**config.mk**
```make
export PLATFORM = sky130hd
export DESIGN_NAME = filter_phase_deadlock_reporter_flat
export DESIGN_NICKNAME = d
export VERILOG_FILES = /design/src/rtl/filter_phase_deadlock_reporter_if.sv /design/src/rtl/filter_phase_deadlock_reporter.sv /design/src/flat_wrapper.sv
export SDC_FILE = /design/constraint.sdc
export NUM_CORES = 1
export LEC_CHECK = 0
export CAP_MARGIN = 20
export CORE_MARGIN = 2
export CORE_UTILIZATION = 40
export CTS_CLUSTER_DIAMETER = 150
export CTS_CLUSTER_SIZE = 10
export DETAILED_ROUTE_END_ITERATION = 8
export PLACE_DENSITY = 0.59
export SLEW_MARGIN = 10
export SYNTH_ARGS = -nofsm -noshare
export SYNTH_HDL_FRONTEND = slang
export SYNTH_SLANG_ARGS = --single-unit
```
**constraint.sdc**
```tcl
create_clock -name clock -period 2.7 [get_ports clock]
set_input_delay 0.675 -clock clock [delete_from_list [all_inputs] [get_ports clock]]
set_output_delay 0.675 -clock clock [all_outputs]
set_load 0.05 [all_outputs]
```
**src/rtl/filter_phase_deadlock_reporter_if.sv**
```systemverilog
// AXI-Stream style report channel carrying {timestamp, info snapshot} words
// from the deadlock reporter to its downstream consumer.
interface filter_phase_deadlock_reporter_if #(
    parameter int DATA_W = 36
);
    logic              tvalid;
    logic              tready;
    logic [DATA_W-1:0] tdata;

    modport master (output tvalid, output tdata, input tready);
    modport slave  (input tvalid, input tdata, output tready);
endinterface

```
**src/rtl/filter_phase_deadlock_reporter.sv**
```systemverilog
// Qualifies a deadlock once block persists THRESHOLD cycles, snapshots the per-channel
// info with a timestamp and emits one report word per continuous blocked episode.
module filter_phase_deadlock_reporter #(
    parameter int NUM_CHAN  = 2,
    parameter int THRESHOLD = 16,
    parameter int TS_W      = 32,
    parameter int CNT_W     = 8
) (
    input  logic                      clock,
    input  logic                      reset_n,
    input  logic                      block,
    input  logic [2*NUM_CHAN-1:0]     axis_block_info,
    input  logic                      clear,
    filter_phase_deadlock_reporter_if.master m_report,
    output logic [NUM_CHAN-1:0]       blocked_mask,
    output logic                      deadlock_seen,
    output logic [CNT_W-1:0]          event_count
);

    localparam int                DATA_W   = TS_W + 2 * NUM_CHAN;
    localparam int                RUN_W    = 16;
    localparam logic [RUN_W-1:0]  RUN_LAST = RUN_W'(THRESHOLD - 1);

    typedef enum logic [1:0] {
        IDLE,
        ARMING,
        REPORT,
        HOLD
    } state_e;

    state_e               state_q;
    logic [RUN_W-1:0]     run_q;
    logic [TS_W-1:0]      ts_q;
    logic                 tvalid_q;
    logic [DATA_W-1:0]    tdata_q;
    logic [NUM_CHAN-1:0]  mask_q;
    logic [NUM_CHAN-1:0]  mask_d;
    logic                 seen_q;
    logic [CNT_W-1:0]     count_q;
    logic [CNT_W-1:0]     count_d;
    logic                 fire;

    always_comb begin
        mask_d = '0;
        for (int i = 0; i < NUM_CHAN; i++) begin
            mask_d[i] = |axis_block_info[2*i +: 2];
        end
    end

    // A fire that coincides with clear restarts the count at one rather than zero.
    always_comb begin
        count_d = count_q;
        if (clear) begin
            count_d = CNT_W'(1);
        end else if (count_q != '1) begin
            count_d = count_q + CNT_W'(1);
        end
    end

    assign fire = block && (((state_q == IDLE) && (THRESHOLD == 1)) ||
                            ((state_q == ARMING) && (run_q == RUN_LAST)));

    always_ff @(posedge clock or negedge reset_n) begin
        if (!reset_n) begin
            state_q  <= IDLE;
            run_q    <= '0;
            ts_q     <= '0;
            tvalid_q <= 1'b0;
            tdata_q  <= '0;
            mask_q   <= '0;
            seen_q   <= 1'b0;
            count_q  <= '0;
        end else begin
            ts_q <= ts_q + TS_W'(1);
            if (clear) begin
                seen_q  <= 1'b0;
                count_q <= '0;
            end
            if (fire) begin
                tdata_q  <= {ts_q, axis_block_info};
                mask_q   <= mask_d;
                seen_q   <= 1'b1;
                count_q  <= count_d;
                tvalid_q <= 1'b1;
                state_q  <= REPORT;
            end else begin
                // REPORT ignores block entirely so a pending word is never withdrawn.
                case (state_q)
                    IDLE: begin
                        if (block) begin
                            run_q   <= RUN_W'(1);
                            state_q <= ARMING;
                        end
                    end
                    ARMING: begin
                        if (!block) begin
                            run_q   <= '0;
                            state_q <= IDLE;
                        end else begin
                            run_q <= run_q + RUN_W'(1);
                        end
                    end
                    REPORT: begin
                        if (m_report.tready) begin
                            tvalid_q <= 1'b0;
                            state_q  <= HOLD;
                        end
                    end
                    HOLD: begin
                        if (!block) begin
                            state_q <= IDLE;
                        end
                    end
                    default: state_q <= IDLE;
                endcase
            end
        end
    end

    assign m_report.tvalid = tvalid_q;
    assign m_report.tdata  = tdata_q;
    assign blocked_mask    = mask_q;
    assign deadlock_seen   = seen_q;
    assign event_count     = count_q;

endmodule
```
**src/flat_wrapper.sv**
```systemverilog
// flat-port wrapper written by rule: the top's interface ports become plain ports
module filter_phase_deadlock_reporter_flat 
#(
    parameter int NUM_CHAN  = 2,
    parameter int THRESHOLD = 16,
    parameter int TS_W      = 32,
    parameter int CNT_W     = 8
)
  (clock, reset_n, block, axis_block_info, clear, blocked_mask, deadlock_seen, event_count, m_report_tvalid, m_report_tdata, m_report_tready);
  filter_phase_deadlock_reporter_if m_report_i ();
  input  logic clock;
  input  logic reset_n;
  input  logic block;
  input  logic [2*NUM_CHAN-1:0] axis_block_info;
  input  logic clear;
  output logic [NUM_CHAN-1:0] blocked_mask;
  output logic deadlock_seen;
  output logic [CNT_W-1:0] event_count;
  output wire logic [$bits(m_report_i.tvalid)-1:0] m_report_tvalid;
  output wire logic [$bits(m_report_i.tdata)-1:0] m_report_tdata;
  input wire logic [$bits(m_report_i.tready)-1:0] m_report_tready;
  assign m_report_tvalid = m_report_i.tvalid;
  assign m_report_tdata = m_report_i.tdata;
  assign m_report_i.tready = m_report_tready;
  filter_phase_deadlock_reporter #(.NUM_CHAN(NUM_CHAN), .THRESHOLD(THRESHOLD), .TS_W(TS_W), .CNT_W(CNT_W)) u_core (.clock(clock), .reset_n(reset_n), .block(block), .axis_block_info(axis_block_info), .clear(clear), .m_report(m_report_i), .blocked_mask(blocked_mask), .deadlock_seen(deadlock_seen), .event_count(event_count));
endmodule
```
After elaboration in Yosys (flattened, before gate mapping)
Index checks and enable logic that the tools add are counted.
{"block": "word_totals", "memories": 0, "mem_bits_rw": 0, "word_cells": 53, "out_inout_bits": 48, "latch_bits": 0, "register_bits": 98, "input_bits": 9, "mem_bits_ro": 0}
{"block": "op_classes", "multipliers": 0, "div": 0, "n_bitwise": 1, "n_eq_ne": 9, "n_addsub": 3, "mux": 17, "order_cmp": 0, "shift": 0, "n_reduce_logical": 15}
{"op": "adder 32 x 1 -> 32 bit, second input constant", "n": 1}
{"op": "two-way mux 16 bit", "n": 2}
{"op": "two-way mux 8 bit", "n": 4}
{"op": "one-hot mux 16 bit (2 select lines)", "n": 1}
{"op": "adder 16 x 1 -> 16 bit, second input constant", "n": 1}
{"op": "== test 16 x 4 -> 1 bit, second input constant", "n": 1}
{"op": "nonzero test 2 bit", "n": 5}
{"op": "inequality test 3 x 2 -> 1 bit, second input constant", "n": 3}
{"op": "adder 8 x 1 -> 8 bit, second input constant", "n": 1}
{"op": "two-way mux 2 bit", "n": 4}
{"op": "inequality test 8 bit, second input constant", "n": 1}
{"op": "one-hot mux 2 bit (3 select lines)", "n": 1}
{"op": "AND reduction 3 bit", "n": 2}
{"op": "OR reduction 2 bit", "n": 3}
{"op": "two-way mux 1 bit", "n": 5}
{"op": "== test 2 bit, second input constant", "n": 2}
{"op": "AND reduction 2 bit", "n": 2}
{"op": "== test 2 x 1 -> 1 bit, second input constant", "n": 1}
{"op": "logical AND 1 bit", "n": 2}
{"op": "logical NOT 2 bit", "n": 1}
{"op": "inequality test 2 bit, second input constant", "n": 1}
{"op": "NOT 1 bit", "n": 1}

Depth between registers and ports, before layout
{"block": "depth", "ltp_word": 5, "mapped_depth": 7, "depth_no_buf": 5}

Worst setup path after synthesis
OpenSTA, ideal clock, no wires.
{"block": "synth_path", "path_kind": "register -> register", "startpoint": "reg u_core.run_q[12]", "endpoint": "reg u_core.tdata_q[12] (netlist: u_core.m_report.tdata[12])", "arrival_time_ns": 2.120, "path_stages_with_launch": 8, "path_slack_ns": 0.455, "required_time_ns": 2.575, "setup_ns": 0.125, "path_cell_list": "dfrtp_1 -> buf_2 -> or4_1 -> nor3_4 -> and2_1 -> buf_4 -> buf_6 -> mux2_2"}
{"block": "synth_via", "elab_chain_len": 3}
{"element": "from (decl)", "line_no": "filter_phase_deadlock_reporter.sv:32", "text": "logic [RUN_W-1:0] run_q;"}
{"element": "from (signal assigned)", "line_no": "filter_phase_deadlock_reporter.sv:100", "text": "run_q <= run_q + RUN_W'(1);"}
{"element": "== test 16 x 4 -> 1 bit", "line_no": "filter_phase_deadlock_reporter.sv:61", "text": "((state_q == ARMING) && (run_q == RUN_LAST)));"}
{"element": "logical AND 1 bit", "line_no": "filter_phase_deadlock_reporter.sv:61"}
{"element": "logical AND 1 bit", "line_no": "filter_phase_deadlock_reporter.sv:60", "text": "assign fire = block && (((state_q == IDLE) && (THRESHOLD == 1)) ||"}
{"element": "to (signal assigned)", "line_no": "filter_phase_deadlock_reporter.sv:80", "text": "tdata_q <= {ts_q, axis_block_info};"}
{"element": "to (decl)", "line_no": "filter_phase_deadlock_reporter.sv:35", "text": "logic [DATA_W-1:0] tdata_q;"}
No other way between the ends.
A chain may end at the register's enable or synchronous reset.

Worst setup path after layout
{"block": "layout_path", "startpoint": "reg u_core.count_q[7] (netlist: u_core.event_count[7])", "endpoint": "out event_count[7]"}
{"element": "from (decl)", "line_no": "filter_phase_deadlock_reporter.sv:39", "text": "logic [CNT_W-1:0] count_q;"}
{"element": "from (signal assigned)", "line_no": "filter_phase_deadlock_reporter.sv:83", "text": "count_q <= count_d;"}
{"element": "to (decl)", "line_no": "flat_wrapper.sv:18", "text": "output logic [CNT_W-1:0] event_count;"}
No word-level cell between the ends.

==> results.py <==
metrics = {
    "detailed_routing": {
        "ant_nets": 0,
        "via_per_inst": 5.392,
        "remaining_drc_errors": 0,
        "wl_per_cell_um": 15.84,
        "wirelength_um": 9503,
        "drtIter0Drc": 115,
        "vias": 3235,
        "drt-pass1-iter-count": 4,
    },
    "grt": {
        "overflow": 0,
        "antenna_found_initial": 0,
        "grt_max_degree": 46,
        "grtUsageTotal_pct": 17.03,
        "grt_pass1_vias": 3241,
        "grt_pass1_wl_um": 15980,
    },
    "sta": {
        "worst_slew_pin_slew_ns": 0.5392,
        "rsz0062_at_grt": "no",
        "post-route-period-util_pct": 89.60,
        "hold_viol": 0,
        "fin_tns_setup_ns": 0,
        "setup-violations-final": 0,
        "final.min_clock_period_ns": 2.419,
        "max_slew_margin_pct": 63.94,
        "slew_viol_final": 0,
        "clock_skew_ns": 0.01032,
        "fmax_mhz": 413.4,
    },
    "flow_run": {
        "drv.max_cap_violation_count": 0,
    },
    "setup_path": {
        "crit_required_ns": 2.03,
        "worst-setup-path-type": "flip-flop to output pin",
        "worstPathArrival_ns": 1.74,
        "critPathLaunchType": "flip-flop",
        "critPathMaxStageDelay_ns": 0.87,
        "cpMaxStageDelayCell": "clkdlybuf4s50_1",
        "cp_max_fo": 9,
        "crit_buf_inv": 1,
        "critPathCaptureType": "output pin",
        "critPathTopFamily": "buffers and inverters",
        "path_cells": "clkdlybuf4s50_1",
    },
    "floorplanning": {
        "placementRows": 38,
        "die-height_um": 110.4,
        "initial_core_util_pct": 41.41,
        "core_um2": 10940,
        "die-area_um2": 12190,
        "die_x_um": 110.4,
        "ios": 57,
    },
    "yosys": {
        "synth_top_cell_area_share_pct": 54.16,
        "syn-num-nets": 410,
        "synth_area_leaders": "dfrtp_1 54%, mux2_2 9.0%, xor2_1 3.3%",
        "yosys.area.top_type": "dfrtp_1",
        "synth-seq-area-share_pct": 54.16,
        "synth_cell_types": 56,
        "syn-cell-area_um2": 4528,
        "synth-seq-cells": 98,
        "synthFlopType": "dfrtp_1",
        "avgSynthCellArea_um2": 11.38,
        "async_reset_ff_share_pct": 100.0,
        "synth_edf_count": 0,
        "synth_cells": 398,
        "synth_warnings": 0,
    },
    "placement": {
        "hpwl_um": 6454,
        "place_congestion": 0.8281,
        "dpl_cell_area_um2": 5271,
        "dp_cells": 584,
        "port_buffers": 56,
    },
    "clock_tree": {
        "clock_latency_ns": 0.35,
        "cts_tree": "yes",
        "cts-root-buf": "clkbuf_16",
        "clockBufferDepth": 2,
        "cts_sinks": 98,
        "htreeDepth": 3,
        "ctsHoldBuffers": 0,
        "clk_pin_slew_worst_paths_ns": 0.07,
        "cts-resized-gates": 0,
        "cts_made_buffers": 9,
        "post-cts-setup-buffers": 0,
    },
    "final_layout": {
        "fillers": 984,
        "drive_above_1_share_pct": 16.52,
        "syn_to_final_growth_pct": 24.21,
        "final_net_count": 467,
        "instances_no_fill": 600,
        "diodes": 0,
        "fin_area_um2": 5624,
    },
    "power": {
        "leakagePower_uw": 0.002564,
        "peakVddDrop_mv": 0.3083,
        "finalPower_uw": 3132,
        "power_density_nw_per_um2": 556.9,
    },
    "status": {
        "outcome": "completed",
    },
    "worst_hold_path": {
        "hold_path.class": "input pin to asynchronous set/reset pin",
    },
}
## per-layer routing
layer | GRT usage, % | part of all wire, % | up-vias
li1 | - | - | 1572
met1 | 22.93 | 47 | 1591
met2 | 26.99 | 47 | 60
met3 | 3.057 | 3.5 | 12
met4 | 7.500 | 1.8 | 0
met5 | 0 | 0 | -
## per-stage QoR
stage	setup WS [ns]	hold slack (ns)	utilization, %
floorplan	0.4549	0.3794	-
global placement	0.3024	0.4582	48.20
detailed placement	0.2819	0.4702	48.20
CTS	0.2728	0.2921	51.43
global route	0.2109	0.3061	51.43
finish	0.2808	0.2749	51.43
## Yosys cell counts (4+ instances only)
master and n:
dfrtp_1 98, mux2_2 36, nand3_1 25, nand2_1 21, nor2_1 17, xor2_1 17
a21oi_1 15, clkbuf_1 15, xnor2_1 13, inv_1 12, nand4_1 12, a31oi_1 10
nor3_1 9, o21ai_0 9, and3_1 8, nor4_1 6, or4_1 5, a21o_1 4
buf_6 4, o31ai_1 4, or3_1 4
## layout by cell type (no fill, tap or decap), drive strengths merged, types with 3 or more instances in the layout
| cell | netlist | final |
|---|---|---|
| a21o | 4 | 4 |
| buf | 7 | 13 |
| and4 | 3 | 3 |
| dfrtp | 98 | 98 |
| and3 | 9 | 9 |
| ha | 3 | 3 |
| nor4 | 7 | 7 |
| or3 | 4 | 4 |
| a41oi | 3 | 3 |
| bufinv | 0 | 3 |
| nand3 | 25 | 25 |
| nand4 | 12 | 12 |
| a31oi | 10 | 10 |
| nor3 | 10 | 10 |
| nor2 | 17 | 17 |
| xor2 | 17 | 17 |
| clkbuf | 15 | 10 |
| xnor2 | 13 | 13 |
| inv | 12 | 12 |
| o31ai | 4 | 4 |
| o21ai | 9 | 9 |
| mux2 | 38 | 38 |
| a21oi | 15 | 15 |
| clkdlybuf4s50 | 0 | 55 |
| o21a | 3 | 3 |
| nand2 | 21 | 21 |
| or4 | 7 | 7 |
## registers in the layout, summed over array words and instances, names as in the netlist
signal and count:
u_core.m_report.tdata 36, u_core.ts_q 32, u_core.run_q 16, u_core.event_count 8
u_core.blocked_mask 2, u_core.state_q 2, u_core.deadlock_seen 1, u_core.m_report.tvalid 1
## worst paths after layout
kind,start,to,slack (ns),depth (start not counted)
max,u_core.event_count[7],event_count[7],0.28,1
min reg2reg,u_core.ts_q[31],u_core.ts_q[31],0.47,1
max in group asynchronous,reset_n,u_core.m_report.tdata[26],1.78,2
min in group clock,u_core.ts_q[31],u_core.ts_q[31],0.47,1
max reg2reg,u_core.run_q[7],u_core.event_count[5],0.47,4
min,reset_n,u_core.event_count[7],0.27,1
## cell type report
class | count | area, µm² | area share, %
tap | 140 | 175.2 | 3.115
inverter | 12 | 45.04 | 0.8009
clock buffer | 10 | 239.0 | 4.249
timing repair buffer | 68 | 685.7 | 12.19
multi-input combinational | 266 | 1913 | 34.02
sequential | 98 | 2452 | 43.60
clock inverter | 6 | 113.9 | 2.024
## power breakdown
part           total, µW  switching (µW)  internal [µW]  leakage (µW)
sequential          1510            25.5           1480       0.00135
clock               1500             566            932      0.000165
combinational        124            76.2           47.4       0.00105
## kinds of logic (layout without fill, tap and decap cells)
logic type / Yosys count / in the layout / synth area share [%]
AOI/OAI and AO/OA: 66 / 66 / 9.976
adders and majority gates: 3 / 3 / 0.8290
and+or+nand+nor: 128 / 128 / 15.94
DFF: 98 / 98 / 54.16
buffers and inverters: 34 / 96 / 3.620
muxes: 39 / 39 / 9.671
xor gates and xnor gates: 30 / 30 / 5.803
Power figures use the tool's default switching activity.
